<file path="src/rtl/seg_scan_pkg.sv">
// Shared definitions for the multiplexed 8-digit seven-segment scanner:
// FSM state encoding, default timing values, segment codes and buffer layout.
package seg_scan_pkg;

  localparam logic [0:0] ST_BLANK = 1'b0;
  localparam logic [0:0] ST_SHOW  = 1'b1;

  localparam logic [15:0] DIV_MAX_DEF      = 16'd49999;
  localparam logic [7:0]  BLANK_CYCLES_DEF = 8'd64;

  // Active-low segment codes, bit0..6 = a..g
  localparam logic [6:0] SEG_HEX_0 = 7'h40;
  localparam logic [6:0] SEG_HEX_1 = 7'h79;
  localparam logic [6:0] SEG_HEX_2 = 7'h24;
  localparam logic [6:0] SEG_HEX_3 = 7'h30;
  localparam logic [6:0] SEG_HEX_4 = 7'h19;
  localparam logic [6:0] SEG_HEX_5 = 7'h12;
  localparam logic [6:0] SEG_HEX_6 = 7'h02;
  localparam logic [6:0] SEG_HEX_7 = 7'h78;
  localparam logic [6:0] SEG_HEX_8 = 7'h00;
  localparam logic [6:0] SEG_HEX_9 = 7'h10;
  localparam logic [6:0] SEG_HEX_A = 7'h08;
  localparam logic [6:0] SEG_HEX_B = 7'h03;
  localparam logic [6:0] SEG_HEX_C = 7'h46;
  localparam logic [6:0] SEG_HEX_D = 7'h21;
  localparam logic [6:0] SEG_HEX_E = 7'h06;
  localparam logic [6:0] SEG_HEX_F = 7'h0E;

  typedef struct packed {
    logic [31:0] digits;
    logic [7:0]  dp;
    logic [7:0]  en;
  } disp_buf_t;

  function automatic logic [7:0] digit_select(input logic [2:0] idx);
    return ~(8'h01 << idx);
  endfunction

endpackage

</file>
<file path="src/rtl/seg_scan_if.sv">
// Load handshake and display drive bundle between a requester and the scanner.
interface seg_scan_if;

  logic [31:0] digits_in;
  logic [7:0]  dp_in;
  logic [7:0]  digit_en;
  logic        load;
  logic        load_ack;
  logic [7:0]  selector;
  logic [7:0]  seg;
  logic        frame_start;

  modport master (
    output digits_in, dp_in, digit_en, load,
    input  load_ack, selector, seg, frame_start
  );

  modport slave (
    input  digits_in, dp_in, digit_en, load,
    output load_ack, selector, seg, frame_start
  );

endinterface

</file>
<file path="src/rtl/seg_hex_decode.sv">
// Combinational hex nibble to active-low seven-segment pattern (bit0..6 = a..g).
module seg_hex_decode
  import seg_scan_pkg::*;
(
  input  logic [3:0] hex,
  output logic [6:0] seg_n
);

  always_comb begin
    seg_n = 7'h7F;
    case (hex)
      4'h0: seg_n = SEG_HEX_0;
      4'h1: seg_n = SEG_HEX_1;
      4'h2: seg_n = SEG_HEX_2;
      4'h3: seg_n = SEG_HEX_3;
      4'h4: seg_n = SEG_HEX_4;
      4'h5: seg_n = SEG_HEX_5;
      4'h6: seg_n = SEG_HEX_6;
      4'h7: seg_n = SEG_HEX_7;
      4'h8: seg_n = SEG_HEX_8;
      4'h9: seg_n = SEG_HEX_9;
      4'hA: seg_n = SEG_HEX_A;
      4'hB: seg_n = SEG_HEX_B;
      4'hC: seg_n = SEG_HEX_C;
      4'hD: seg_n = SEG_HEX_D;
      4'hE: seg_n = SEG_HEX_E;
      4'hF: seg_n = SEG_HEX_F;
      default: seg_n = 7'h7F;
    endcase
  end

endmodule

</file>
<file path="src/rtl/seg_scan_ctrl.sv">
// Time-multiplexed 8-digit seven-segment scanner with a frame-synchronous
// display buffer; every output is registered from the next-state values.
module seg_scan_ctrl
  import seg_scan_pkg::*;
#(
  parameter logic [15:0] DIV_MAX      = DIV_MAX_DEF,
  parameter logic [7:0]  BLANK_CYCLES = BLANK_CYCLES_DEF
)
(
  input  logic       systclk,
  input  logic       reset,
  seg_scan_if.slave  bus
);

  localparam logic        NO_BLANK   = (BLANK_CYCLES == 8'd0);
  localparam logic [15:0] BLANK_LAST = NO_BLANK ? 16'd0 : ({8'd0, BLANK_CYCLES} - 16'd1);

  logic        run;
  logic [0:0]  state, state_nxt;
  logic [2:0]  idx, idx_nxt;
  logic [15:0] cnt, cnt_nxt;
  disp_buf_t   dbuf, dbuf_nxt;

  logic        boundary;
  logic        capture;
  logic        lit;
  logic [3:0]  nibble;
  logic [6:0]  seg_code;

  logic [7:0]  selector_p0, selector_p1;
  logic [7:0]  seg_p0, seg_p1;
  logic        load_ack_p0, load_ack_p1;
  logic        frame_start_p0, frame_start_p1;

  // The first edge after reset release starts slot 0, so frame_start can mark it.
  always_comb begin
    boundary  = run && (state == ST_SHOW) && (cnt == DIV_MAX) && (idx == 3'd7);
    capture   = boundary && bus.load;
    dbuf_nxt  = capture ? {bus.digits_in, bus.dp_in, bus.digit_en} : dbuf;
    state_nxt = state;
    idx_nxt   = idx;
    cnt_nxt   = cnt;
    if (!run) begin
      state_nxt = NO_BLANK ? ST_SHOW : ST_BLANK;
      idx_nxt   = 3'd0;
      cnt_nxt   = 16'd0;
    end else if (state == ST_BLANK) begin
      if (cnt == BLANK_LAST) begin
        state_nxt = ST_SHOW;
        cnt_nxt   = 16'd0;
      end else begin
        cnt_nxt = cnt + 16'd1;
      end
    end else begin
      if (cnt == DIV_MAX) begin
        idx_nxt   = idx + 3'd1;
        cnt_nxt   = 16'd0;
        state_nxt = NO_BLANK ? ST_SHOW : ST_BLANK;
      end else begin
        cnt_nxt = cnt + 16'd1;
      end
    end
  end

  // Stage p0: output values for the cycle the next state describes
  assign nibble = dbuf_nxt.digits[{idx_nxt, 2'b00} +: 4];

  seg_hex_decode u_dec (
    .hex   (nibble),
    .seg_n (seg_code)
  );

  always_comb begin
    lit            = (state_nxt == ST_SHOW) && dbuf_nxt.en[idx_nxt];
    selector_p0    = lit ? digit_select(idx_nxt) : 8'hFF;
    seg_p0         = lit ? {~dbuf_nxt.dp[idx_nxt], seg_code} : 8'hFF;
    load_ack_p0    = capture;
    frame_start_p0 = !run || boundary;
  end

  // Stage p1: registered state and outputs
  always_ff @(posedge systclk or negedge reset) begin
    if (!reset) begin
      run            <= 1'b0;
      state          <= ST_BLANK;
      idx            <= 3'd0;
      cnt            <= 16'd0;
      dbuf           <= '0;
      selector_p1    <= 8'hFF;
      seg_p1         <= 8'hFF;
      load_ack_p1    <= 1'b0;
      frame_start_p1 <= 1'b0;
    end else begin
      run            <= 1'b1;
      state          <= state_nxt;
      idx            <= idx_nxt;
      cnt            <= cnt_nxt;
      dbuf           <= dbuf_nxt;
      selector_p1    <= selector_p0;
      seg_p1         <= seg_p0;
      load_ack_p1    <= load_ack_p0;
      frame_start_p1 <= frame_start_p0;
    end
  end

  assign bus.selector    = selector_p1;
  assign bus.seg         = seg_p1;
  assign bus.load_ack    = load_ack_p1;
  assign bus.frame_start = frame_start_p1;

endmodule
</file>
<file path="src/flat_wrapper.sv">
// flat-port wrapper written by rule: the top's interface ports become plain ports
module seg_scan_ctrl_flat import seg_scan_pkg::*;
#(
  parameter logic [15:0] DIV_MAX      = DIV_MAX_DEF,
  parameter logic [7:0]  BLANK_CYCLES = BLANK_CYCLES_DEF
)
  (systclk, reset, bus_digits_in, bus_dp_in, bus_digit_en, bus_load, bus_load_ack, bus_selector, bus_seg, bus_frame_start);
  seg_scan_if bus_i ();
  input  logic systclk;
  input  logic reset;
  input wire logic [$bits(bus_i.digits_in)-1:0] bus_digits_in;
  input wire logic [$bits(bus_i.dp_in)-1:0] bus_dp_in;
  input wire logic [$bits(bus_i.digit_en)-1:0] bus_digit_en;
  input wire logic [$bits(bus_i.load)-1:0] bus_load;
  output wire logic [$bits(bus_i.load_ack)-1:0] bus_load_ack;
  output wire logic [$bits(bus_i.selector)-1:0] bus_selector;
  output wire logic [$bits(bus_i.seg)-1:0] bus_seg;
  output wire logic [$bits(bus_i.frame_start)-1:0] bus_frame_start;
  assign bus_i.digits_in = bus_digits_in;
  assign bus_i.dp_in = bus_dp_in;
  assign bus_i.digit_en = bus_digit_en;
  assign bus_i.load = bus_load;
  assign bus_load_ack = bus_i.load_ack;
  assign bus_selector = bus_i.selector;
  assign bus_seg = bus_i.seg;
  assign bus_frame_start = bus_i.frame_start;
  seg_scan_ctrl #(.DIV_MAX(DIV_MAX), .BLANK_CYCLES(BLANK_CYCLES)) u_core (.systclk(systclk), .reset(reset), .bus(bus_i));
endmodule
</file>
<file path="config.mk">
export PLATFORM = sky130hd
export DESIGN_NAME = seg_scan_ctrl_flat
export DESIGN_NICKNAME = d
export VERILOG_FILES = /design/src/rtl/seg_scan_pkg.sv /design/src/rtl/seg_scan_if.sv /design/src/rtl/seg_hex_decode.sv /design/src/rtl/seg_scan_ctrl.sv /design/src/flat_wrapper.sv
export SDC_FILE = /design/constraint.sdc
export NUM_CORES = 1
export LEC_CHECK = 0
export CAP_MARGIN = 5
export CORE_MARGIN = 2
export CORE_UTILIZATION = 40
export CTS_CLUSTER_DIAMETER = 150
export DETAILED_ROUTE_END_ITERATION = 10
export DONT_BUFFER_PORTS = 1
export GPL_TIMING_DRIVEN = 0
export PLACE_DENSITY = 0.57
export SLEW_MARGIN = 20
export SYNTH_ARGS = -nofsm -noshare
export SYNTH_HDL_FRONTEND = slang
export SYNTH_SLANG_ARGS = --single-unit
</file>
<file path="constraint.sdc">
create_clock -name systclk -period 4.16 [get_ports systclk]
set_input_delay 0.416 -clock systclk [delete_from_list [all_inputs] [get_ports systclk]]
set_output_delay 0.416 -clock systclk [all_outputs]
set_load 0.01 [all_outputs]
</file>
==> key figures, run 1 <==
STA
  • Slew of the pin with the lowest slew margin: 0.6955 ns
  • Worst slew margin relative to its limit: 53.32%
  • RSZ-0062 raised after global routing: false
  • Skew final: 0.01523 ns
  • Max Slew Vio Count: 0
  • Total negative slack: 0 ns
  • Worst hold slack: 0.1714 ns
  • Tmin final: 4.023 ns
  • Fmax achieved: 248.6 MHz
  • Final hold violations: 0
  • Final setup fails: 0
  • Final period util: 96.70%

Floorplan
  • Die Wd: 105.7 µm
  • Die height: 105.7 µm
  • Core Area: 10180 µm²
  • Die area: 11170 µm²
  • Placement row count: 37
  • Initial core utilization: 40.63%
  • Ports: 69

Clock network
  • H-tree levels: 3
  • Clock Path Buffers: 2
  • CTS sink count: 87
  • Clock-pin slew on the worst setup and hold paths: 0.10 ns
  • Root buffer cell: clkbuf_8
  • Later-pin clock latency in the skew report: 0.37 ns
  • TritonCTS Buffers: 9
  • CTS tree: yes

Synthesis
  • Synthesized instance count: 397
  • Synth Area in Compound Gates: 11.13%
  • Xor/xnor cell area share of the yosys netlist: 2.540%
  • Syn Nets: 457
  • Adder-cell share of the synthesized area: 2.721%
  • Synth unique cells: 58
  • Main combinational cell family by area after synthesis: simple AND/OR/NAND/NOR gates
  • Mapped cell area: 4138 µm²
  • Yosys reg bits: 87
  • Ys async rst share: 100.0%
  • Mux contribution to synthesized area: 9.253%
  • EDFF count, synth: 0
  • Avg Cell Area, Syn: 10.42 µm²
  • Dominant synthesized flop cell: dfrtp_1
  • Simple-gate portion of the synthesized area: 16.72%
  • Seq/Total Area, Yosys: 53.10%
  • YS warnings: 0

Drt
  • Routed Antenna Nets: 0
  • Drt pass-1 iters: 4
  • Vias after detailed routing: 2947
  • DRC: 0
  • WL/cell: 16.75 µm
  • Post-Route WL: 9463 µm
  • Vias per cell: 5.216
  • Drt initial violations: 170

Global routing
  • Vias in the first global route: 2975
  • Final global-route overflow total: 0
  • First-pass GRT wire length: 15420 µm
  • GRT Total Usage: 17.95%
  • Antenna violations before repair: 5
  • Largest net degree at the start of global routing: 88

Setup path
  • Worst R2R End: u_core.bus.seg[0]
  • Worst Path Arrival: 4.33 ns
  • Flop-to-flop setup slack: 0.14 ns
  • Crit path buffers/inverters: 7
  • CP peak stage delay: 0.53 ns
  • Delay-heaviest family, CP: simple AND/OR/NAND/NOR gates
  • FF-to-FF Start: u_core.cnt[0]
  • Cell mode on critical path: buf_6
  • CP Capture Type: flop
  • Worst Path Max Fanout: 10
  • Worst setup SP type: flop
  • Setup Crit Path Kind: reg -> reg
  • CP cell instances: ha_4 -> nand3_4 -> or4b_4 -> buf_6 -> or3_4 -> buf_6 -> buf_6 -> buf_6 -> mux2i_2 -> o22ai_2 -> a2111oi_4 -> a31oi_4 -> inv_2 -> buf_4 -> buf_4 -> ha_1 -> o32ai_1 -> and3b_1
  • Slowest-stage cell, CP: or4b_4
  • Worst Reg-to-Reg Cells: 18
  • Req. time, crit path: 4.47 ns

Place
  • DP Area: 4308 µm²
  • Port-buffer cells: 0
  • DP Wirelength: 6518 µm
  • Final Wtd Congestion: 0.8214
  • Placed cell count: 533

Layout
  • Fill cell count: 970
  • Final Net Count: 480
  • Final Util: 47.09%
  • Design Area, Final: 4796 µm²
  • Finished Layout Cells: 565
  • Area Overhead vs Synth: 15.91%
  • Share of layout cells above drive strength 1: 23.29%

Power
  • Leak Pwr: 2.293 nW
  • Max IR drop VDD: 0.1217 mV
  • Power density over the cells: 298.4 nW/µm²

Flow run
  • Maxcap violations: 0

Hold path
  • Hold wc startpoint: bus_digits_in[17]
  • Cells on Worst Hold Path: 2
  • Hold EP: u_core.dbuf[33]
  • Hold WC Path Type: in -> reg

Run status
  • Status: finished, final reports clean
## registers in the layout, indices dropped and copies added (netlist names)
name                    flops
u_core.cnt                 16
u_core.dbuf                48
u_core.idx                  3
u_core.bus.seg              8
u_core.bus.load_ack         1
u_core.run                  1
u_core.state                1
u_core.bus.selector         8
u_core.bus.frame_start      1
## worst max path at each step
stage / endpoint / from / depth (start not counted) / slack, ns
2_1_floorplan: u_core.bus.seg[0] / u_core.cnt[0] / 15 / 0.29
3_3_place_gp: u_core.bus.seg[0] / u_core.cnt[0] / 14 / -0.46
3_5_place_dp: u_core.bus.seg[0] / u_core.cnt[0] / 12 / -0.53
4_1_cts: u_core.bus.seg[5] / u_core.cnt[0] / 18 / 0.02
5_1_grt: u_core.bus.seg[0] / u_core.cnt[0] / 18 / 0.003
6_report: u_core.bus.seg[0] / u_core.cnt[0] / 18 / 0.14
## metal layers
layer,share of wire (%),global-route usage (%)
met1,44,23.42
met2,47,27.51
met3,7.5,6.432
met4,1.3,6.579
met5,0.074,0
## worst reg2reg max path: cells and delay by family, from the launching register on
family,cells,cell delay [ns]
adders and majority gates,2,0.37
muxes,1,0.17
AOI/OAI and AO/OA,4,0.85
DFF,1,0.40
and+or+nand+nor,4,1.23
buffers and inverters,7,0.96
## cells in the mapped netlist, types with 2 or more instances
cell	count	area (µm²)
mux2i_1	15	150.1
nor2_1	30	112.6
and3_1	5	31.28
buf_2	3	15.01
o221ai_1	5	43.79
or3_1	5	31.28
o21a_1	3	22.52
o22ai_1	13	81.33
o21ai_0	13	65.06
nand2b_1	3	18.77
and2_0	2	12.51
a31oi_1	3	18.77
nand4_1	4	25.02
inv_1	22	82.58
clkbuf_1	6	22.52
mux2_2	17	191.4
o211ai_1	2	15.01
xnor2_1	5	43.79
nor3_1	10	50.05
o22a_1	3	26.28
a21o_1	2	15.01
o21ai_1	2	10.01
a21oi_1	12	60.06
nor4b_1	2	17.52
or2b_1	3	22.52
buf_1	2	7.510
a2111oi_0	2	17.52
buf_6	5	56.30
mux2_4	2	30.03
nand3_1	6	30.03
dfrtp_1	71	1777
ha_1	9	112.6
nand2_1	64	240.2
dfstp_2	16	420.4
xor2_1	7	61.31
## cell usage in the layout (no fill, tap or decap), types with 8 or more instances in the layout
cell	n
nand2_1	64
buf_4	11
mux2_2	17
inv_1	21
o21ai_0	11
dfstp_2	16
clkbuf_8	9
nor2_1	28
a21oi_1	12
mux2i_1	11
o22ai_1	12
dfrtp_1	70
ha_1	8
## repair_timing
item / 4_1_cts / 5_1_grt
pin swaps: 3 / 4
endpoints found under the hold margin: 87 / 0
setup endpoints to repair: 7 / 7
hold buffers: 2 / 0
resized for setup: 15 / 26
setup buffers: 4 / 7
## report_power, final
group	leakage, nW	switching (mW)	total (mW)	internal [mW]
Clock	0.0821	0.324	0.545	0.222
Combinational	1.06	0.0234	0.0334	0.0100
Sequential	1.15	0.00362	0.853	0.849
## stage by stage
step | worst slack (ns) | power, mW
4_1_cts | 0.01768 | 1.449
6_report | 0.1373 | 1.431
5_1_grt | 0.003334 | 1.488
3_5_place_dp | -0.5323 | 0.8783
3_3_place_gp | -0.4573 | 0.8779
2_1_floorplan | 0.2864 | 0.8756
## logic make-up after synthesis
family          Yosys count
xor+xnor                 12
compound gates           69
mux                      35
flops                    87
other cells               1
buf+inv                  38
simple gates            146
fa+ha+maj                 9
## layout make-up
| cell class | instances | area, µm² | share of cell area (%) |
|---|---|---|---|
| Buffer | 15 | 108.9 | 2.270 |
| Clock inverter | 7 | 57.56 | 1.200 |
| Sequential cell | 87 | 2198 | 45.84 |
| Inverter | 22 | 82.58 | 1.722 |
| Timing Repair Buffer | 13 | 120.1 | 2.505 |
| Multi-Input combinational cell | 272 | 1924 | 40.13 |
| Tap cell | 136 | 170.2 | 3.548 |
| Clock buffer | 9 | 123.9 | 2.583 |
| Antenna cell | 4 | 10.01 | 0.2087 |
No activity file was read; power rests on OpenSTA's default activity.
==> inputs of run 2 (changes only) <==
--- a/config.mk
+++ b/config.mk
@@ -12,6 +12,7 @@
 export DETAILED_ROUTE_END_ITERATION = 10
 export DONT_BUFFER_PORTS = 1
 export GPL_TIMING_DRIVEN = 0
+export HOLD_SLACK_MARGIN = 0.02
 export PLACE_DENSITY = 0.57
 export SLEW_MARGIN = 20
 export SYNTH_ARGS = -nofsm -noshare
==> results of run 2 <==
Final layout, timing and power as in run 1 (identical DEF).
==> inputs of run 3 (changes only) <==
==> constraint.sdc (replaced) <==
create_clock -name systclk -period 4.16 [get_ports systclk]
set_input_delay 0.624 -clock systclk [delete_from_list [all_inputs] [get_ports systclk]]
set_output_delay 0.624 -clock systclk [all_outputs]
set_load 0.01 [all_outputs]
==> key figures, run 3 (synthesis results as in run 1) <==
Floorplan
  • Die height: 105.7 µm
  • Placement row count: 37
  • Die area: 11170 µm²
  • Initial core utilization: 40.63%
  • Core Area: 10180 µm²
  • Die Wd: 105.7 µm
  • Ports: 69

Clock network
  • Clock-pin slew on the worst setup and hold paths: 0.10 ns
  • CTS tree: yes
  • H-tree levels: 3
  • TritonCTS Buffers: 9
  • Clock Path Buffers: 2
  • Root buffer cell: clkbuf_8
  • Later-pin clock latency in the skew report: 0.37 ns
  • CTS sink count: 87

Setup path
  • CP Capture Type: flop
  • Req. time, crit path: 4.47 ns
  • Worst setup SP type: flop
  • Worst Path Max Fanout: 10
  • Setup Crit Path Kind: reg -> reg
  • Worst Path Arrival: 4.33 ns

Layout
  • Final Util: 47.01%
  • Most common cell after layout, fill and taps aside: dfrtp_1
  • Leading cell types in the layout, fill and taps excluded: dfrtp_1 (70), nand2_1 (64), nor2_1 (28)
  • Share of layout cells above drive strength 1: 23.35%
  • Max reg flops: 48
  • Design Area, Final: 4788 µm²
  • Largest regs: u_core.dbuf x48, u_core.cnt x16
  • Biggest register: u_core.dbuf
  • Area Overhead vs Synth: 15.72%
  • Final Net Count: 479

Global routing
  • Vias in the first global route: 2974
  • GRT Total Usage: 18.19%
  • Largest net degree at the start of global routing: 72
  • Antenna violations before repair: 5
  • Final global-route overflow total: 0
  • First-pass GRT wire length: 15530 µm

Power
  • Total power: 1.427 mW
  • Max IR drop VDD: 0.1218 mV
  • Power density over the cells: 298.0 nW/µm²
  • Leak Pwr: 2.289 nW

STA
  • RSZ-0062 raised after global routing: false
  • Slew of the pin with the lowest slew margin: 0.6952 ns
  • Final period util: 96.63%
  • Max Slew Vio Count: 0
  • Final worst slack: 0.1401 ns
  • Worst hold slack: 0.08613 ns
  • Final hold violations: 0
  • Final setup fails: 0
  • Skew final: 0.01473 ns
  • Tmin final: 4.020 ns
  • Worst slew margin relative to its limit: 53.35%
  • Fmax achieved: 248.8 MHz

Flow run
  • Maxcap violations: 0

Place
  • Final Wtd Congestion: 0.8214
  • DP Wirelength: 6518 µm
  • Port-buffer cells: 0
  • DP Area: 4308 µm²
  • Dpl ws: -0.5323 ns

Run status
  • Status: finished, final reports clean

Drt
  • Post-Route WL: 9577 µm
  • Drt initial violations: 144
  • WL/cell: 16.95 µm
  • DRC: 0
  • Routed Antenna Nets: 0
  • Drt pass-1 iters: 4
  • Vias after detailed routing: 2957
  • Vias per cell: 5.234

Hold path
  • Hold WC Path Type: in -> async
-- run 3: layout make-up --
cell class	count	area, µm²
Multi-Input combinational cell	272	1924
Sequential cell	87	2198
Tap cell	136	170.2
Inverter	22	82.58
Antenna cell	5	12.51
Buffer	15	108.9
Clock buffer	9	123.9
Fill cell	968	5396
Timing Repair Buffer	12	110.1
Clock inverter	7	57.56
-- run 3: what timing repair did --
item	in CTS	in global routing
hold buffers	1	0
endpoints found under the hold margin	71	0
resized for setup	15	26
setup buffers	4	7
pin swaps	3	4
endpoints found under the setup margin	7	7
-- run 3: through the flow --
step                      cells  TNS (ns)
after floorplan             397         0
after global placement      533    -2.262
after detailed placement    533    -2.703
after CTS                   554         0
after global routing        562         0
final                       565         0
-- run 3: where the power goes --
| part | internal [mW] | leakage (nW) | total, mW | switching [mW] |
|---|---|---|---|---|
| Combinational | 0.00947 | 1.05 | 0.0296 | 0.0201 |
| Sequential | 0.849 | 1.15 | 0.853 | 0.00363 |
| Clock | 0.222 | 0.0821 | 0.545 | 0.323 |
| Total | 1.08 | 2.29 | 1.43 | 0.347 |
-- run 3: routing by layer --
layer | track usage, % | vias to the layer above | routed length [µm]
li1 | - | 1425 | -
met1 | 23.82 | 1443 | 4120
met2 | 27.88 | 76 | 4513
met3 | 6.432 | 11 | 812
met4 | 6.579 | 2 | 123
met5 | 0 | - | 7
-- run 3: final timing paths --
kind                       slack [ns]               from                      to  cells after the start
max                              0.14      u_core.cnt[0]       u_core.bus.seg[0]                     18
min                              0.09              reset  u_core.bus.selector[5]                      0
max reg2reg                      0.14      u_core.cnt[0]       u_core.bus.seg[0]                     18
min reg2reg                      0.47    u_core.dbuf[36]         u_core.dbuf[36]                      2
max in group asynchronous        3.72              reset           u_core.cnt[8]                      1
min in group systclk             0.38  bus_digits_in[25]         u_core.dbuf[41]                      2
-- run 3: critical path, stage by stage, from the launching register on --
cell	delay, ns
dfrtp_1	0.40
ha_4	0.17
nand3_4	0.11
or4b_4	0.53
buf_6	0.16
or3_4	0.38
buf_6	0.14
buf_6	0.15
buf_6	0.16
mux2i_2	0.17
o22ai_2	0.24
a2111oi_4	0.08
a31oi_4	0.27
inv_2	0.08
buf_4	0.14
buf_4	0.12
ha_1	0.20
o32ai_1	0.25
and3b_1	0.21
